--- src/rtl/calc_pkg.sv ---
// Shared types and key encoding for the keypad front end.
// Imported by the scanner and by the digit-accumulation stage.
package calc_pkg;

  typedef enum logic [1:0] {
    SCAN     = 2'd0,
    DEBOUNCE = 2'd1,
    PRESSED  = 2'd2,
    RELEASE  = 2'd3
  } state_e;

  localparam logic [3:0] KEY_A    = 4'hA;
  localparam logic [3:0] KEY_B    = 4'hB;
  localparam logic [3:0] KEY_C    = 4'hC;
  localparam logic [3:0] KEY_D    = 4'hD;
  localparam logic [3:0] KEY_STAR = 4'hE;
  localparam logic [3:0] KEY_HASH = 4'hF;

  function automatic logic [3:0] keymap(
    input logic [1:0] row,
    input logic [1:0] col
  );
    logic [3:0] code;
    unique case ({row, col})
      4'h0: code = 4'h1;
      4'h1: code = 4'h2;
      4'h2: code = 4'h3;
      4'h3: code = KEY_A;
      4'h4: code = 4'h4;
      4'h5: code = 4'h5;
      4'h6: code = 4'h6;
      4'h7: code = KEY_B;
      4'h8: code = 4'h7;
      4'h9: code = 4'h8;
      4'hA: code = 4'h9;
      4'hB: code = KEY_C;
      4'hC: code = KEY_STAR;
      4'hD: code = 4'h0;
      4'hE: code = KEY_HASH;
      4'hF: code = KEY_D;
    endcase
    return code;
  endfunction

endpackage

--- src/rtl/sync_2ff.sv ---
// Two-flop synchronizer for asynchronous level inputs.
// Reset value is a parameter so idle-high lines come up idle.
module sync_2ff #(
  parameter int              WIDTH   = 4,
  parameter logic [WIDTH-1:0] RST_VAL = '1
) (
  input  logic             clk,
  input  logic             rst_n,
  input  logic [WIDTH-1:0] d_i,
  output logic [WIDTH-1:0] q_o
);

  logic [WIDTH-1:0] meta_q;
  logic [WIDTH-1:0] sync_q;

  always_ff @(posedge clk or negedge rst_n) begin
    if (!rst_n) begin
      meta_q <= RST_VAL;
      sync_q <= RST_VAL;
    end else begin
      meta_q <= d_i;
      sync_q <= meta_q;
    end
  end

  assign q_o = sync_q;

endmodule

--- src/rtl/keypad_scanner.sv ---
// 4x4 active-low keypad scanner with tick-sampled debounce.
// One key_valid strobe per accepted press; key_held until release.
module keypad_scanner
  import calc_pkg::*;
#(
  parameter int SCAN_DIV     = 1000,
  parameter int DEBOUNCE_CNT = 8
) (
  input  logic       clk,
  input  logic       rst_n,
  input  logic [3:0] rows,
  output logic [3:0] cols,
  output logic [3:0] key_code,
  output logic       key_valid,
  output logic       key_held
);

  localparam int DivW = (SCAN_DIV > 1) ? $clog2(SCAN_DIV) : 1;
  localparam int CntW = $clog2(DEBOUNCE_CNT + 1);
  localparam logic [DivW-1:0] DivLast = DivW'(SCAN_DIV - 1);
  localparam logic [CntW-1:0] CntLast = CntW'(DEBOUNCE_CNT);
  localparam logic [CntW-1:0] CntOne  = CntW'(1);

  logic [3:0]      rs;
  logic [DivW-1:0] div_q, div_d;
  logic            tick;
  state_e          state_q, state_d;
  logic [1:0]      col_q, col_d;
  logic [1:0]      row_q, row_d;
  logic [3:0]      pat_q, pat_d;
  logic [CntW-1:0] dcnt_q, dcnt_d;
  logic [CntW-1:0] dcnt_nx;
  logic [3:0]      code_q, code_d;
  logic            valid_q, valid_d;
  logic            held_q, held_d;
  logic            one_low;
  logic [1:0]      row_idx;
  logic            all_high;
  logic            accept;
  logic            done;

  sync_2ff #(
    .WIDTH  (4),
    .RST_VAL(4'hF)
  ) u_sync (
    .clk  (clk),
    .rst_n(rst_n),
    .d_i  (rows),
    .q_o  (rs)
  );

  assign tick     = (div_q == DivLast);
  assign div_d    = tick ? '0 : div_q + DivW'(1);
  assign all_high = &rs;
  assign dcnt_nx  = dcnt_q + CntOne;

  always_comb begin
    one_low = 1'b1;
    row_idx = 2'd0;
    case (rs)
      4'b1110: row_idx = 2'd0;
      4'b1101: row_idx = 2'd1;
      4'b1011: row_idx = 2'd2;
      4'b0111: row_idx = 2'd3;
      default: one_low = 1'b0;
    endcase
  end

  always_comb begin
    state_d = state_q;
    col_d   = col_q;
    row_d   = row_q;
    pat_d   = pat_q;
    dcnt_d  = dcnt_q;
    code_d  = code_q;
    valid_d = 1'b0;
    held_d  = held_q;
    accept  = 1'b0;
    done    = 1'b0;
    if (tick) begin
      unique case (state_q)
        SCAN: begin
          if (one_low) begin
            row_d  = row_idx;
            pat_d  = rs;
            dcnt_d = CntOne;
            if (DEBOUNCE_CNT == 1) accept = 1'b1;
            else state_d = DEBOUNCE;
          end else begin
            col_d = col_q + 2'd1;
          end
        end
        DEBOUNCE: begin
          if (rs == pat_q) begin
            dcnt_d = dcnt_nx;
            if (dcnt_nx == CntLast) accept = 1'b1;
          end else begin
            state_d = SCAN;
            col_d   = col_q + 2'd1;
            dcnt_d  = '0;
          end
        end
        PRESSED: begin
          // Other keys are ignored; only an all-released sample counts.
          if (all_high) begin
            dcnt_d = CntOne;
            if (DEBOUNCE_CNT == 1) done = 1'b1;
            else state_d = RELEASE;
          end
        end
        RELEASE: begin
          if (all_high) begin
            dcnt_d = dcnt_nx;
            if (dcnt_nx == CntLast) done = 1'b1;
          end else begin
            state_d = PRESSED;
            dcnt_d  = '0;
          end
        end
      endcase
    end
    if (accept) begin
      state_d = PRESSED;
      code_d  = keymap(row_d, col_q);
      valid_d = 1'b1;
      held_d  = 1'b1;
      dcnt_d  = '0;
    end
    if (done) begin
      state_d = SCAN;
      col_d   = col_q + 2'd1;
      held_d  = 1'b0;
      dcnt_d  = '0;
    end
  end

  always_ff @(posedge clk or negedge rst_n) begin
    if (!rst_n) begin
      div_q   <= '0;
      state_q <= SCAN;
      col_q   <= 2'd0;
      row_q   <= 2'd0;
      pat_q   <= 4'hF;
      dcnt_q  <= '0;
      code_q  <= 4'h0;
      valid_q <= 1'b0;
      held_q  <= 1'b0;
    end else begin
      div_q   <= div_d;
      state_q <= state_d;
      col_q   <= col_d;
      row_q   <= row_d;
      pat_q   <= pat_d;
      dcnt_q  <= dcnt_d;
      code_q  <= code_d;
      valid_q <= valid_d;
      held_q  <= held_d;
    end
  end

  assign cols      = ~(4'b0001 << col_q);
  assign key_code  = code_q;
  assign key_valid = valid_q;
  assign key_held  = held_q;

endmodule

--- config.mk ---
export PLATFORM = sky130hd
export DESIGN_NAME = keypad_scanner
export DESIGN_NICKNAME = d
export VERILOG_FILES = /design/src/rtl/calc_pkg.sv /design/src/rtl/sync_2ff.sv /design/src/rtl/keypad_scanner.sv
export SDC_FILE = /design/constraint.sdc
export NUM_CORES = 1
export LEC_CHECK = 0
export ABC_CLOCK_PERIOD_IN_PS = 5350
export BUFFER_PORTS_ARGS = -buffer_cell sky130_fd_sc_hd__buf_2
export CORE_MARGIN = 2
export CORE_UTILIZATION = 50
export CTS_BUF_LIST = sky130_fd_sc_hd__clkbuf_8 sky130_fd_sc_hd__clkbuf_16
export CTS_CLUSTER_DIAMETER = 60
export DETAILED_ROUTE_END_ITERATION = 12
export PLACE_DENSITY_LB_ADDON = 0.1
export SLEW_MARGIN = 20
export SYNTH_ARGS = -nofsm -noshare
export SYNTH_HDL_FRONTEND = slang
export SYNTH_SLANG_ARGS = --single-unit
--- constraint.sdc ---
create_clock -name clk -period 5.35 [get_ports clk]
set_input_delay 0.2675 -clock clk [delete_from_list [all_inputs] [get_ports clk]]
set_output_delay 0.2675 -clock clk [all_outputs]
set_load 0.02 [all_outputs]
-- Word-level counts from Yosys, hierarchy flattened
Memories as Yosys holds them, arrays and structs flattened. A register that Yosys moved wholly into a read port is not among the register bits.
Index checks and enable logic that the tools add are counted.
- $add $sub $neg: 3
- multiply operators: 0
- divide/modulo/power cells: 0
- order comparisons: 0
- equal/unequal tests: 16
- shift operators: 1
- mux-type cells: 37
- bitwise logic cells: 1
- reductions and logical operators: 12
- operators with widths (kind ; count):
    2-bit 2-to-1 mux ; 14
    4-bit 2-to-1 mux ; 7
    4-bit equality test, second input constant ; 4
    4-bit != test, second input constant ; 4
    4-bit one-hot mux with 4 select lines ; 1
    1-bit 2-to-1 mux ; 11
    10-bit by 1-bit adder with 10-bit output, second input constant ; 1
    10-bit equality test, second input constant ; 1
    10-bit 2-to-1 mux ; 1
    2-bit one-hot mux with 4 select lines ; 1
    4-bit AND reduction ; 2
    3-bit != test, second input constant ; 2
    2-bit one-hot mux with 3 select lines ; 1
    3-bit AND reduction ; 2
    3-bit nonzero test ; 2
    5-bit AND reduction ; 1
    4-bit by 1-bit adder with 4-bit output, second input constant ; 1
    2-bit equality test, second input constant ; 2
    4-bit by 3-bit equality test with 1-bit output, second input constant ; 1
    4-bit equality test ; 1
    4-bit NOT ; 1
    2-bit one-hot mux with 2 select lines ; 1
    2-bit nonzero test ; 2
    4-bit OR reduction ; 1
    5 further kinds ; 5
- flip-flop bits (word level): 34
- bits in latches: 0
- RAM bits: 0
- ROM bits: 64
- input bits: 6
- output and inout bits: 10
- logic and storage cells: 81
- memories: 1
- memory list (memory ; depth ; bits a word ; rd ports ; clocked after memory_dff ; wr ports ; RTL line ; text):
    (name not given) ; 16 ; 4 ; 1 ; 1 ; 0 ; calc_pkg.sv:24 ; unique case ({row, col})

-- Logic depth before layout (Yosys ltp)
- depth after elaboration: 8
- gate-level depth with buffers: 9
- gate-level depth less buffers: 8

-- By module
A second synthesis with hierarchy kept.
- cell total of the unflattened synthesis: 180
- area, all modules: 1928.1 µm²
- modules (own cells, without submodules) (module ; instances ; cells an instance ; area an instance (µm²) ; sequential area each (µm²)):
    keypad_scanner ; 1 ; 172 ; 1717.9 ; 755.7
    sync_2ff ; 1 ; 8 ; 210.2 ; 210.2

-- Worst setup path after synthesis
Ideal clock, no wire load.
- kind: reg-to-reg
- from: reg div_q[0]
- to: reg code_q[0], in the netlist key_code[0]
- setup time: 104 ps
- data arrival time: 2167 ps
- required time: 5246 ps
- slack: 3079 ps
- stages on the path, launching flop included: 9
- buffers on the path: 1
- period minus slack after synthesis: 2271 ps
- cell sequence: dfrtp_1 > ha_1 > nand4bb_4 > or3_4 > or3_1 > buf_6 > a21oi_4 > a211oi_1 > o41ai_2
- word-level cells in the longest chain between the ends: 2
- elaborated cells on any way between the ends: 3
- classes of those cells: eq/ne (1); mux (2)
- ends and longest elaborated chain (element ; RTL line ; text):
    start, declared ; keypad_scanner.sv:25 ; logic [DivW-1:0] div_q, div_d;
    start signal, assigned ; keypad_scanner.sv:149 ; div_q <= div_d;
    10-bit equality test (*) ; keypad_scanner.sv:52 ; assign tick = (div_q == DivLast);
    2-bit 2-to-1 mux / 1-bit 2-to-1 mux (equally long branches) ; keypad_scanner.sv:80 ; if (tick) begin
    end, declared ; keypad_scanner.sv:33 ; logic [3:0] code_q, code_d;
Mark *: on every way between the ends. The rest lies on a longest branch, timed or not.
A chain may end at the register's enable or synchronous reset.

-- Final worst setup path
Same ends and word-level chain as after synthesis.

==> reports/results.ini <==
[die]
start_util_pct = 52.90
core-area_um2 = 3716
rows = 22
dieHeight_um = 66.70
fp.dieW_um = 66.70
ios = 16
fp.dieArea_um2 = 4449

[route]
routed_wl_mm = 3.655
vias = 1365
post_drt_wl_per_cell_um = 14.80
first_iter_violations = 63
final_antenna_net_count = 0
drc = 0
first_pass_iters = 4
routed_via_density = 5.526

[critical_path]
required_ns = 5.54
start_kind = register
reg2regPathDepth = 7
cp.arrival_ns = 2.79
endpoint_kind = register
crit_fanout = 8
worstSetupPathType = register to register

[grt]
grt_pass1_vias = 1310
antenna_found_initial = 0
grt_pass1_wl_mm = 6.230
grt_max_degree = 39
grt_overflow = 0
grtUsageTotal_pct = 18.93

[sta]
fmax_mhz = 383.5
slew_headroom_pct = 46.96
setup_violations = 0
finalHoldWorstSlack_ns = 0.05559
final.period_utilization_pct = 48.73
fin_crit_ns = 2.607
fin_setup_tns_ns = 0
worst_slew_pin_slew_ns = 0.7956
hold_viol_final = 0
clock-skew-final_ns = 0.007364
slew_violations = 0
rsz0062_at_grt = no

[placement]
numPortBuffers = 15
finalWeightedCongestion = 0.9095
dp_hpwl_mm = 2.721
post_dp_cell_area_um2 = 2076

[finish]
area_growth_pct = 12.86
nFillCells = 325
layout-drive-gt1-share_pct = 25.13
final_nets = 212
fin_area_um2 = 2218
num_antenna_cells = 0

[clock_tree]
path_clk_slew_ns = 0.08
clock_tree.root_cell = clkbuf_8
htreeDepth = 2
cts_tree = built
cts_sinks = 38
numCtsBuffers = 5
cts_resized = 0
cts_setup_buffers = 0
cts_buffer_depth = 2
clkLatencyLatePin_ns = 0.29
holdBufCountCts = 0

[logic_synthesis]
synth.top_cell.area_share_pct = 33.10
synth_cells = 180
avgSynthCellArea_um2 = 10.92
synth-seq-cells = 38
yosysMostFrequentCell = dfrtp_1
synthDistinctLibCells = 53
synthTopCellsByArea = dfrtp_1 (33%), dfstp_2 (16%), ha_1 (5.1%)
syn-num-nets = 194
synth_top_cells_by_count = dfrtp_1 (26), dfstp_2 (12), inv_1 (12), nor2_1 (12), nand2_1 (11)
seq_area_frac_synth_pct = 49.14
ys.flop_type = dfrtp_1
yosysTopAreaCell = dfrtp_1
netlist_area_um2 = 1966
synth_warnings = 0
synthArstFlopShare_pct = 100.0
synth_edf_count = 0

[status]
status = finished clean

[power]
peakVddDrop_v = 0.0002511
power.density_nw_per_um2 = 270.5
p_leak_uw = 0.001037

[worst_hold_path]
hold_class = input pin to asynchronous set/reset pin

[job]
max_cap_violations = 0

-- metrics by stage --
stage / std cells / setup WS [ns] / util (%) / power, uW
final: 247 / 2.743 / 59.70 / 600.0
after global routing: 247 / 2.578 / 59.70 / 626.4
after CTS: 247 / 2.713 / 59.56 / 609.2
after detailed placement: 239 / 2.758 / 55.86 / 317.3
after global placement: 239 / 2.839 / 55.86 / 316.7
after floorplan: 180 / 3.079 / - / 308.1
-- state kept, by name, summed over array words and instances, names as in the netlist --
signal,count
row_q,2
col_q,2
u_sync.meta_q,4
dcnt_q,4
key_code,4
key_held,1
state_q,2
pat_q,4
u_sync.q_o,4
key_valid,1
div_q,10
-- worst paths after layout --
| kind | startpoint | end | slack [ns] |
|---|---|---|---|
| setup / recovery | div_q[0] | key_code[0] | 2.74 |
| hold / removal | rst_n | row_q[0] | 0.06 |
| setup reg to reg | div_q[0] | key_code[0] | 2.74 |
| hold reg to reg | u_sync.meta_q[2] | u_sync.q_o[2] | 0.36 |
| max in group asynchronous | rst_n | dcnt_q[2] | 4.78 |
| min in group clk | rows[3] | u_sync.meta_q[3] | 0.07 |
-- worst max-delay path, cell delays in order, from the launching register on --
cell	delay (ns)
dfrtp_1	0.39
ha_1	0.28
nand4bb_4	0.16
or3_4	0.44
or3_1	0.49
a21oi_4	0.29
a211oi_1	0.12
o41ai_2	0.34
-- logic make-up after synthesis --
family / count (synthesis) / synth area share (%)
muxes: 5 / 2.801
DFF: 38 / 49.14
xor gates and xnor gates: 14 / 6.238
buffers and inverters: 17 / 3.755
AOI/OAI and AO/OA: 37 / 15.02
and+or+nand+nor: 61 / 17.95
adders and majority gates: 8 / 5.093
-- cell type report --
class | count | area (um2) | area share (%)
clock buffer | 5 | 68.82 | 3.102
clock inverter | 3 | 68.82 | 3.102
inverter | 13 | 48.80 | 2.200
multi-input combinational | 125 | 930.9 | 41.96
sequential | 38 | 965.9 | 43.54
tap | 48 | 60.06 | 2.707
timing repair buffer | 15 | 75.07 | 3.384
-- metal layers --
layer	vias to the layer above	global-route usage, %	wire length (um)	part of all wire, %
li1	675	-	-	-
met1	668	25.08	1749	48
met2	17	30.25	1749	48
met3	5	5.743	122	3.3
met4	0	4.847	34	0.93
met5	-	0	0	0
-- placed cells by master, fill, tap and decap left out, drive strengths merged, types with 2 or more instances in the layout --
cell,count
a211o,2
a21oi,4
a22o,3
and2,5
and3,4
buf,15
bufinv,2
clkbuf,5
dfrtp,26
dfstp,12
ha,8
inv,13
mux2,4
nand2,12
nand2b,2
nand3,6
nor2,13
nor2b,2
nor3,5
nor4,3
o211ai,2
o21a,3
o21ai,9
o41ai,3
or3,4
xnor2,4
xor2,10
-- report_power, final --
part	total [uW]	switching, uW	internal [uW]
logic	14.9	9.66	5.20
registers	297	3.70	293
clock network	289	102	187
total	600	115	485
No activity file was read; power rests on OpenSTA's default activity.
